==> config.mk <==
export PLATFORM = sky130hd
export DESIGN_NAME = fir_output_sink
export DESIGN_NICKNAME = d
export VERILOG_FILES = /design/src/rtl/fir_output_sink.sv
export SDC_FILE = /design/constraint.sdc
export NUM_CORES = 1
export LEC_CHECK = 0
export CORE_MARGIN = 1.5
export CORE_UTILIZATION = 61
export DETAILED_ROUTE_END_ITERATION = 16
export PLACE_DENSITY = 0.84
export SLEW_MARGIN = 25
export SYNTH_ARGS = -nofsm -noshare
export SYNTH_HDL_FRONTEND = slang
export SYNTH_SLANG_ARGS = --single-unit
==> constraint.sdc <==
create_clock -name CLK -period 5.3 [get_ports CLK]
set_input_delay 1.06 -clock CLK [delete_from_list [all_inputs] [get_ports CLK]]
set_output_delay 1.06 -clock CLK [all_outputs]
set_load 0.02 [all_outputs]
==> src/rtl/fir_output_sink.sv <==
// FIR output sink: drops the filter warm-up samples, requantizes 32-bit results to 16 bits
// (round-half-up), and buffers them in a show-ahead FIFO. Define FIR_SINK_SAT_EN for saturating narrowing.
module fir_output_sink #(
   parameter int N3    = 32,
   parameter int N2    = 16,
   parameter int SHIFT = 8,
   parameter int SKIP  = 7,
   parameter int DEPTH = 8
) (
   input  logic                     CLK,
   input  logic                     RST,
   input  logic                     ENABLE,
   input  logic [N3-1:0]            fir_data,
   input  logic                     fir_valid,
   output logic [N2-1:0]            out_data,
   output logic                     out_valid,
   input  logic                     out_ready,
   output logic [$clog2(DEPTH):0]   count,
   output logic                     overflow,
   input  logic                     ovf_clr
);

   localparam int AW  = $clog2(DEPTH);
   localparam int SKW = (SKIP > 0) ? $clog2(SKIP + 1) : 1;
   localparam logic [SKW-1:0] SKIP_INIT = SKW'(SKIP);
   localparam logic [N3:0]    RND       = (N3+1)'(1) << (SHIFT - 1);
   localparam logic [AW:0]    FULL_CNT  = (AW+1)'(DEPTH);

   logic                  accept;
   logic                  pass;
   logic [SKW-1:0]        skip_rem;
   logic [N3:0]           q_sum;
   logic signed [N3:0]    q_shr;
   logic [N2-1:0]         q_narrow;
   logic                  st_valid;
   logic [N2-1:0]         st_data;
   logic [N2-1:0]         mem [DEPTH];
   logic [AW-1:0]         wr_ptr;
   logic [AW-1:0]         rd_ptr;
   logic                  full;
   logic                  rd;
   logic                  wr_ok;
   logic                  drop;

   assign accept = ENABLE & fir_valid;
   assign pass   = (skip_rem == '0);

   // Warm-up skip runs as a down-counter; samples pass once it reaches terminal count zero.
   always_ff @(posedge CLK or negedge RST) begin
      if (!RST) begin
         skip_rem <= SKIP_INIT;
      end else if (accept && !pass) begin
         skip_rem <= skip_rem - SKW'(1);
      end
   end

   assign q_sum = {fir_data[N3-1], fir_data} + RND;
   assign q_shr = $signed(q_sum) >>> SHIFT;

`ifdef FIR_SINK_SAT_EN
   logic [N3-N2+1:0] q_hi;
   logic             q_in_range;
   assign q_hi       = q_shr[N3:N2-1];
   assign q_in_range = (&q_hi) | ~(|q_hi);
   always_comb begin
      q_narrow = q_shr[N2-1:0];
      if (!q_in_range) begin
         q_narrow = q_shr[N3] ? {1'b1, {(N2-1){1'b0}}} : {1'b0, {(N2-1){1'b1}}};
      end
   end
`else
   logic unused_q_hi;
   assign unused_q_hi = ^q_shr[N3:N2];
   assign q_narrow    = q_shr[N2-1:0];
`endif

   always_ff @(posedge CLK or negedge RST) begin
      if (!RST) begin
         st_valid <= 1'b0;
         st_data  <= '0;
      end else begin
         st_valid <= accept & pass;
         if (accept && pass) begin
            st_data <= q_narrow;
         end
      end
   end

   assign full  = (count == FULL_CNT);
   assign rd    = out_valid & out_ready;
   // A full FIFO still takes the write when the head leaves on the same edge.
   assign wr_ok = st_valid & (~full | rd);
   assign drop  = st_valid & full & ~rd;

   always_ff @(posedge CLK) begin
      if (wr_ok) begin
         mem[wr_ptr] <= st_data;
      end
   end

   always_ff @(posedge CLK or negedge RST) begin
      if (!RST) begin
         wr_ptr   <= '0;
         rd_ptr   <= '0;
         count    <= '0;
         overflow <= 1'b0;
      end else begin
         if (wr_ok) wr_ptr <= wr_ptr + AW'(1);
         if (rd)    rd_ptr <= rd_ptr + AW'(1);
         case ({wr_ok, rd})
            2'b10:   count <= count + (AW+1)'(1);
            2'b01:   count <= count - (AW+1)'(1);
            default: count <= count;
         endcase
         if (drop)         overflow <= 1'b1;
         else if (ovf_clr) overflow <= 1'b0;
      end
   end

   assign out_valid = (count != '0);
   assign out_data  = out_valid ? mem[rd_ptr] : '0;

endmodule

==> run summary, run 1 <==
Starting Density - 63.1%
minimum clock period - 4170 ps
sw frac - 32.3%
Max transition margin - 29.8%
area of the die - 0.0114 mm²
gr ovfl total - 0
CP max stage delay - 790 ps
vias in the first global route - 3572
Max Cap Viol - 0
pin count of the biggest net entering global routing - 32
Syn Nets - 425
final hold vios - 0
critical path's top delay family - buffers and inverters
worst endpoint required time - 4240 ps
Combinational Power Share - 28.2%
# clock sinks - 159
final total power - 4.19 mW
vias per cell - 6.02
Ys Warns - 0
Max clock buf depth - 2
Slowest-stage cell, CP - dfrtp_2
Flop pwr share - 46.3%
final antenna-violating net count - 0
Root Buffer - clkbuf_8
DP HPWL - 7340 µm
clock skew - 9.46 ps
CP Launch Type - flop
Final period util - 78.7%
DP Area - 0.00716 mm²
first-pass GRT wire length - 18600 µm
crit path max fanout - 20
drt pass-1 iters - 5
crit-path cells - buf_4 > mux4_2 > mux2i_1 > nor2_1 > clkdlybuf4s50_1
netlist area before placement - 0.00654 mm²
Crit path arrival time - 3110 ps
post-synthesis cell type count - 41
routability congestion estimate - 0.760
Top Ports - 60
fmax - 0.240 GHz
TritonCTS buffer count - 17
initial antenna violation count - 0
Worst Max-Slew Pin Slew - 1050 ps
FP Rows - 37
via count - 3497
power density cells - 545 mW/mm²
Clock Power Share - 25.5%
final std cells w/o fill - 581
n_diodes - 0
share of post-route cells with drive strength above 1 - 20.0%
syn_area_per_cell - 17.3 µm²
Int Power - 2.84 mW
DIE HEIGHT - 107 µm
hold_buf cts - 0
global-route usage over all layers - 22.9%
Worst Path Class, Setup - flop to output port
CTS tree - built
core box area - 0.0104 mm²
wire length per cell - 20.8 µm
Synth Instances - 379
Final nets - 478
drt initial violations - 258
P_sw - 1.36 mW
Post-CTS Resized - 0
Post-CTS Setup Bufs - 0
Setup crit end kind - output port
Worst VDD drop - 0.000317 V
DRC - 0
fin area - 0.00769 mm²
final setup TNS - 0 ps
Hold Crit Class - flop to flop
Die Width - 107 µm
worst path bufs/invs - 2
fill cell count - 614
IO Port Bufs - 44
final WL - 12100 µm
Area Growth Syn to Fin - 17.6%
register bit total from synthesis - 159
final max-slew violation count - 0
clk_lat worst skew - 510 ps
htree depth - 4
RSZ-0062 raised after global routing - false
placed insts - 549
leakage - 2.68 nW
setup violators final - 0
post-synthesis sequential area ratio - 70.7%
Clk pin slew, worst setup/hold paths - 70 ps
status - finished, final reports clean
==> path summary, 6_finish.rpt <==
kind                                  start      endpoint  slack, ps  depth (start not counted)
worst max-delay path              rd_ptr[0]  out_data[14]       1130                          5
worst max register to register     count[1]      count[2]       2570                         12
max in group asynchronous               RST   skip_rem[0]       4050                          2
worst min-delay path            skip_rem[1]   skip_rem[1]        500                          2
worst min register to register  skip_rem[1]   skip_rem[1]        500                          2
min in group asynchronous               RST      count[0]        930                          2
==> flip-flops by register name (all words and copies together) (netlist names) <==
name	cells
st_data	16
rd_ptr	3
count	4
st_valid	1
overflow	1
wr_ptr	3
mem	128
skip_rem	3
==> power groups by stage <==
stage	clock network [mW]	registers, mW	logic, mW
2_1_floorplan	0	1.80	0.855
3_3_place_gp	0	1.93	1.15
3_5_place_dp	0	1.96	1.19
4_1_cts	1.08	1.94	1.20
5_1_grt	1.12	1.98	1.28
6_report	1.07	1.94	1.18
==> cell type report <==
class	count	area, µm²	share of cell area (%)
clock inverter	15	111	1.45
clock buffer	17	414	5.38
timing repair buffer	47	463	6.02
multi-input combinational	196	1870	24.3
tap	136	170	2.21
inverter	11	41.3	0.537
sequential	159	4630	60.1
==> synth_stat cells (all sizes together) <==
| library cell | count | area (µm²) |
|---|---|---|
| o211ai | 1 | 7.51 |
| dfstp | 3 | 78.8 |
| mux4 | 32 | 721 |
| o21ai | 16 | 80.1 |
| nor3 | 4 | 20.0 |
| or3 | 1 | 11.3 |
| nand2 | 24 | 90.1 |
| nand3 | 10 | 55.1 |
| a21oi | 3 | 15.0 |
| xnor2 | 8 | 70.1 |
| o32ai | 1 | 8.76 |
| mux2 | 3 | 37.5 |
| a21o | 1 | 7.51 |
| nand2b | 4 | 25.0 |
| or4 | 3 | 22.5 |
| and4 | 3 | 31.3 |
| ha | 8 | 100 |
| nand4 | 7 | 50.1 |
| a31oi | 2 | 12.5 |
| clkbuf | 6 | 22.5 |
| buf | 7 | 32.5 |
| or2 | 1 | 6.26 |
| nor4 | 2 | 12.5 |
| xor2 | 13 | 114 |
| dfrtp | 28 | 701 |
| and3 | 1 | 6.26 |
| edfxtp | 128 | 3840 |
| nor2 | 28 | 121 |
| nand4bb | 1 | 11.3 |
| nor4bb | 1 | 10.0 |
| mux2i | 16 | 160 |
| a211oi | 2 | 15.0 |
| inv | 11 | 41.3 |
==> cell families (layout without fill, tap and decap cells) <==
| logic type | Yosys count | in the layout | synth area share [%] |
|---|---|---|---|
| AND/OR/NAND/NOR | 90 | 90 | 7.23 |
| XOR/XNOR | 21 | 21 | 2.81 |
| adder cells (fa/ha/maj) | 8 | 8 | 1.53 |
| flip-flops | 159 | 159 | 70.7 |
| AO/OA/AOI/OAI | 26 | 26 | 2.24 |
| multiplexers | 51 | 51 | 14.0 |
| buffers and inverters | 24 | 90 | 1.47 |
==> stage by stage <==
step                hold slack (ps)  util, %  setup WS, ps
floorplan                       476        -          2120
global placement                489     69.0          1630
detailed placement              491     69.0          1610
CTS                             504     74.1          1040
global route                    518     74.2           934
finish                          504     74.2          1130
==> worst reg2reg max path, cell delays in order (launching register included) <==
cell and delay (ps):
dfrtp_1 460, or3_4 460, nor2_8 260, inv_2 90, nand2_1 110, inv_1 100, ha_1 270, xor2_1 160
ha_1 180, a21oi_1 140, xor2_1 160, nor2_1 70, xor2_1 140
==> metal layers <==
metal  routed length [µm]  global-route usage, %
met1                 4710                   27.8
met2                 6610                   41.1
met3                  590                   4.17
met4                  185                   8.67
met5                    0                      0
==> layout by cell type (no fill, tap or decap), drive strengths merged, types with 2 or more instances in the layout <==
| master | instances |
|---|---|
| edfxtp | 128 |
| clkdlybuf4s50 | 44 |
| mux4 | 32 |
| dfrtp | 28 |
| nor2 | 28 |
| nand2 | 24 |
| clkbuf | 17 |
| mux2i | 16 |
| o21ai | 16 |
| inv | 16 |
| xor2 | 13 |
| nand3 | 10 |
| xnor2 | 8 |
| ha | 8 |
| nand4 | 7 |
| clkinvlp | 5 |
| clkinv | 5 |
| nand2b | 4 |
| nor3 | 4 |
| or4 | 3 |
| a21oi | 3 |
| buf | 3 |
| dfstp | 3 |
| and4 | 3 |
| mux2 | 3 |
| a31oi | 2 |
| nor4 | 2 |
| a211oi | 2 |
Power figures use the tool's default switching activity.
==> run 2, diff against run 1 <==
--- a/config.mk
+++ b/config.mk
@@ -6,9 +6,9 @@
 export NUM_CORES = 1
 export LEC_CHECK = 0
 export CORE_MARGIN = 1.5
-export CORE_UTILIZATION = 61
+export CORE_UTILIZATION = 51
 export DETAILED_ROUTE_END_ITERATION = 16
-export PLACE_DENSITY = 0.84
+export PLACE_DENSITY = 0.75
 export SLEW_MARGIN = 25
 export SYNTH_ARGS = -nofsm -noshare
 export SYNTH_HDL_FRONTEND = slang
==> constraint.sdc (replaced) <==
create_clock -name CLK -period 3.5 [get_ports CLK]
set_input_delay 0.7 -clock CLK [delete_from_list [all_inputs] [get_ports CLK]]
set_output_delay 0.7 -clock CLK [all_outputs]
set_load 0.02 [all_outputs]
==> run 2 against run 1 <==
Net effect: power up 56%; core utilization down 11 points; largest power group unchanged; global-route usage down 3.3 points; combinational power up 63%; critical path type unchanged; critical endpoint is now out_data[12]; clock skew down 3.0 ps.
==> run summary, run 2 (synthesis gave the netlist of run 1 again) <==
drt pass-1 iters - 4 (was 5)
# clock sinks - 159 (unchanged)
final max-slew violation count - 0 (unchanged)
met3 Use GR - 4.05% (was 4.17%)
vias per cell - 5.49 (was 6.02)
pin count of the biggest net entering global routing - 32 (unchanged)
min-delay src - skip_rem[1] (unchanged)
pre-CTS setup slack - 448 ps (was 1610 ps)
commonest non-fill, non-tap cell in the layout - edfxtp_1 (unchanged)
final total power - 6.53 mW (was 4.19 mW)
share of post-route cells with drive strength above 1 - 20.7% (was 20.0%)
clock skew - 6.47 ps (was 9.46 ps)
Crit path arrival time - 2580 ps (was 3110 ps)
global-route usage over all layers - 19.7% (was 22.9%)
crit path from - rd_ptr[0] (unchanged)
area of the die - 0.0135 mm² (was 0.0114 mm²)
core box area - 0.0126 mm² (was 0.0104 mm²)
hold_ws - 503 ps (was 504 ps)
busiest grt layer - met2 (unchanged)
final setup TNS - 0 ps (unchanged)
fin worst setup slack - 224 ps (was 1130 ps)
leakage - 2.78 nW (was 2.68 nW)
Starting Density - 52.0% (was 63.1%)
Regs by FF count - mem (128), st_data (16), count (4) (unchanged)
multi-input logic area - 0.00183 mm² (was 0.00187 mm²)
Hold Crit Class - flop to flop (unchanged)
first-pass GRT wire length - 18900 µm (was 18600 µm)
Clk pin slew, worst setup/hold paths - 60 ps (was 70 ps)
FP Rows - 41 (was 37)
Area Growth Syn to Fin - 20.5% (was 17.6%)
gr ovfl total - 0 (unchanged)
Root Buffer - clkbuf_16 (was clkbuf_8)
Final nets - 492 (was 478)
htree depth - 4 (unchanged)
wire length per cell - 19.0 µm (was 20.8 µm)
setup violators final - 0 (unchanged)
worst r2r src - count[1] (unchanged)
n_diodes - 0 (unchanged)
number of flip-flops in the largest register - 128 (unchanged)
power density cells - 829 mW/mm² (was 545 mW/mm²)
minimum clock period - 3280 ps
Max clock buf depth - 2 (unchanged)
largest register by flop count - mem (unchanged)
Max transition margin - 41.0% (was 29.8%)
Post-CTS Setup Bufs - 0 (unchanged)
worst endpoint required time - 2800 ps (was 4240 ps)
clk_lat worst skew - 410 ps (was 510 ps)
final WL - 12000 µm (was 12100 µm)
Top Ports - 60 (unchanged)
hold_buf cts - 0 (unchanged)
DP HPWL - 7430 µm (was 7340 µm)
Setup crit end kind - output port (unchanged)
crit path max fanout - 16 (was 20)
Worst Path Class, Setup - flop to output port (unchanged)
fmax - 0.305 GHz
Die Width - 116 µm (was 107 µm)
vias in the first global route - 3469 (was 3572)
M2 GR Usage - 32.4% (was 41.1%)
routability congestion estimate - 0.730 (was 0.760)
CTS tree - built (unchanged)
Post-CTS Resized - 0 (unchanged)
Max Cap Viol - 0 (unchanged)
DRC - 0 (unchanged)
met1 Usage GRT - 26.0% (was 27.8%)
most frequent cells in the layout - edfxtp_1 (128), clkdlybuf4s50_1 (44), mux4_2 (32) (unchanged)
register area - 0.00463 mm² (about the same)
TritonCTS buffer count - 17 (unchanged)
CP Launch Type - flop (unchanged)
fill cell count - 896 (was 614)
initial antenna violation count - 0 (unchanged)
IO Port Bufs - 44 (unchanged)
via count - 3467 (was 3497)
drt initial violations - 204 (was 258)
final hold vios - 0 (unchanged)
Worst VDD drop - 0.000396 V (was 0.000317 V)
RSZ-0062 raised after global routing - false (unchanged)
Worst Max-Slew Pin Slew - 882 ps (was 1050 ps)
status - finished, final reports clean (unchanged)
final antenna-violating net count - 0 (unchanged)
Final period util - 93.6%
DIE HEIGHT - 116 µm (was 107 µm)
## run 2: per-layer routing
layer	routed length, µm	vias up
li1	-	1601
met4	219	0
met5	0	-
met2	6170	97
met1	5010	1751
met3	595	18
## run 2: final timing paths
path | endpoint | slack (ps) | cells past startpoint
setup / recovery | out_data[12] | 220 | 5
hold / removal | skip_rem[1] | 500 | 2
setup reg to reg | count[2] | 780 | 12
hold reg to reg | skip_rem[1] | 500 | 2
max in group asynchronous | skip_rem[2] | 2510 | 2
min in group asynchronous | count[2] | 680 | 2
## run 2: final cells by class
cell class / instances / area share [%]
timing repair buffer: 61 / 7.52
multi-input combinational: 196 / 23.2
tap: 172 / 2.73
sequential: 159 / 58.7
clock buffer: 20 / 5.54
clock inverter: 12 / 1.75
inverter: 11 / 0.524
## run 2: stage by stage
step / util [%] / instances / cell area (µm²)
detailed placement: 58.1 / 599 / 7310
floorplan: - / 379 / 6540
global placement: 58.1 / 599 / 7310
CTS: 62.7 / 631 / 7880
global route: 62.7 / 631 / 7880
finish: 62.7 / 631 / 7880
## run 2: power by group
group	total [mW]	internal [mW]	switching, mW
Combinational	1.92	1.01	0.909
Sequential	2.85	2.47	0.386
Clock	1.76	1.05	0.706
Total	6.53	4.53	2.00
## run 2: worst max-delay path, cell delays in order (launching register included)
cell,delay [ps]
dfrtp_4,580
buf_12,220
mux4_2,510
mux2i_1,230
nor2_1,70
clkdlybuf4s50_1,540
==> run 3, diff against run 2 <==
--- a/config.mk
+++ b/config.mk
@@ -7,6 +7,7 @@
 export LEC_CHECK = 0
 export CORE_MARGIN = 1.5
 export CORE_UTILIZATION = 51
+export CTS_BUF_LIST = sky130_fd_sc_hd__clkbuf_8 sky130_fd_sc_hd__clkbuf_16
 export DETAILED_ROUTE_END_ITERATION = 16
 export PLACE_DENSITY = 0.75
 export SLEW_MARGIN = 25
==> run 3 against run 2 <==
Net effect: design area unchanged; count of clock-buffer cells in the layout down 3; first-iteration DRC count up 0.98%; core utilization stayed put; critical path type unchanged; largest cell class unchanged; largest power group unchanged.
==> run summary, run 3 (synthesis gave the netlist of run 1 again) <==
status - finished, final reports clean (unchanged)
Clock Power Share - 26.9% (about the same)
Crit path arrival time - 2580 ps (about the same)
largest register by flop count - mem (unchanged)
power density cells - 829 mW/mm² (about the same)
Final nets - 492 (unchanged)
pin count of the biggest net entering global routing - 32 (unchanged)
vias per cell - 5.48 (was 5.49)
met1 Usage GRT - 26.0% (unchanged)
leakage - 2.80 nW (was 2.78 nW)
Root Buffer - clkbuf_16 (unchanged)
CTS tree - built (unchanged)
pre-CTS setup slack - 448 ps (unchanged)
drt initial violations - 206 (was 204)
Area Growth Syn to Fin - 20.5% (unchanged)
fin area - 0.00788 mm² (unchanged)
fmax - 0.305 GHz (about the same)
Die Width - 116 µm (unchanged)
area of the die - 0.0135 mm² (unchanged)
Max transition margin - 41.2% (was 41.0%)
busiest grt layer - met2 (unchanged)
Max Cap Viol - 0 (unchanged)
initial antenna violation count - 0 (unchanged)
met3 Use GR - 4.05% (unchanged)
RSZ-0062 raised after global routing - false (unchanged)
Starting Density - 52.0% (unchanged)
drt pass-1 iters - 5 (was 4)
Top Ports - 60 (unchanged)
Worst VDD drop - 0.000397 V (was 0.000396 V)
final total power - 6.53 mW (about the same)
Flop pwr share - 43.7% (about the same)
Int Power - 4.52 mW (was 4.53 mW)
share of post-route cells with drive strength above 1 - 20.7% (unchanged)
crit path max fanout - 16 (unchanged)
Combinational Power Share - 29.4% (about the same)
wire length per cell - 19.0 µm (about the same)
core box area - 0.0126 mm² (unchanged)
global-route usage over all layers - 19.7% (unchanged)
DIE HEIGHT - 116 µm (unchanged)
Worst Max-Slew Pin Slew - 879 ps (was 882 ps)
IO Port Bufs - 44 (unchanged)
htree depth - 4 (unchanged)
Slowest-stage cell, CP - dfrtp_4 (unchanged)
Regs by FF count - mem (128), st_data (16), count (4) (unchanged)
number of flip-flops in the largest register - 128 (unchanged)
Setup crit end kind - output port (unchanged)
sw frac - 30.7% (was 30.6%)
final antenna-violating net count - 0 (unchanged)
via count - 3459 (was 3467)
DRC - 0 (unchanged)
minimum clock period - 3280 ps (about the same)
Worst Path Class, Setup - flop to output port (unchanged)
FP Rows - 41 (unchanged)
# clock sinks - 159 (unchanged)
clock skew - 6.25 ps (was 6.47 ps)
Final period util - 93.7% (was 93.6%)
critical path's top delay family - buffers and inverters (unchanged)
setup violators final - 0 (unchanged)
final hold vios - 0 (unchanged)
Hold Crit Class - flop to flop (unchanged)
gr ovfl total - 0 (unchanged)
clk_lat worst skew - 410 ps (about the same)
final max-slew violation count - 0 (unchanged)
worst path bufs/invs - 2 (unchanged)
routability congestion estimate - 0.730 (unchanged)
final WL - 12000 µm (about the same)
M2 GR Usage - 32.4% (unchanged)
worst endpoint required time - 2800 ps (about the same)
final setup TNS - 0 ps (unchanged)
most frequent cells in the layout - edfxtp_1 (128), clkdlybuf4s50_1 (44), mux4_2 (32) (unchanged)
commonest non-fill, non-tap cell in the layout - edfxtp_1 (unchanged)
DP HPWL - 7430 µm (unchanged)
Clk pin slew, worst setup/hold paths - 60 ps (about the same)
Post-CTS Setup Bufs - 0 (unchanged)
vias in the first global route - 3469 (unchanged)
fin worst setup slack - 221 ps (was 224 ps)
TritonCTS buffer count - 17 (unchanged)
CP max stage delay - 580 ps (about the same)
P_sw - 2.01 mW (was 2.00 mW)
first-pass GRT wire length - 18900 µm (unchanged)
n_diodes - 0 (unchanged)
DP Area - 0.00731 mm² (unchanged)
CP Launch Type - flop (unchanged)
Max clock buf depth - 2 (unchanged)
crit-path cells - buf_12 > mux4_2 > mux2i_1 > nor2_1 > clkdlybuf4s50_1 (unchanged)
## run 3: worst register-to-register path: stages, from the launching register on
cell,delay (ps)
dfrtp_1,450
or3_4,460
nor2_8,270
inv_2,80
nand2_1,110
inv_1,90
ha_1,270
xor2_1,160
ha_1,180
a21oi_1,140
xor2_1,180
nor2_1,70
xor2_1,140
## run 3: power by group through the flow
stage	Combinational (mW)	Sequential, mW	Clock, mW
finish	1.92	2.86	1.75
floorplan	1.30	2.73	0
global route	2.09	2.91	1.86
global placement	1.91	2.85	0
CTS	1.96	2.85	1.78
detailed placement	1.94	2.88	0
## run 3: path summary, 6_finish.rpt
path | from | endpoint | slack (ps) | cells past startpoint
worst max-delay path | rd_ptr[0] | out_data[12] | 220 | 5
worst min register to register | skip_rem[1] | skip_rem[1] | 500 | 2
worst min-delay path | skip_rem[1] | skip_rem[1] | 500 | 2
min in group asynchronous | RST | count[2] | 680 | 2
max in group asynchronous | RST | skip_rem[2] | 2510 | 2
worst max register to register | count[1] | count[2] | 780 | 12
## run 3: stage by stage
stage | cells | util [%] | hold WS (ps)
after global routing | 631 | 62.7 | 532
after global placement | 599 | 58.1 | 492
after CTS | 631 | 62.7 | 504
after floorplan | 379 | - | 404
after detailed placement | 599 | 58.1 | 495
final | 631 | 62.7 | 503
## run 3: layout make-up
cell class	instances	area [µm²]
clock inverters	15	149
inverters	11	41.3
clock buffers	17	425
multi-input cells	196	1830
fillers	896	4690
flip-flops and latches	159	4630
well taps	172	215
repair buffers	61	593
## run 3: routing by layer
layer	up-vias	share of wire, %
met5	-	0
met4	0	1.9
met3	18	5.2
met2	101	51
met1	1738	42
li1	1602	-
## run 3: what timing repair did
| action | 4_1_cts | 5_1_grt |
|---|---|---|
| setup endpoints to repair | 0 | 1 |
| resized for setup | 0 | 1 |
| hold buffers | 0 | 0 |
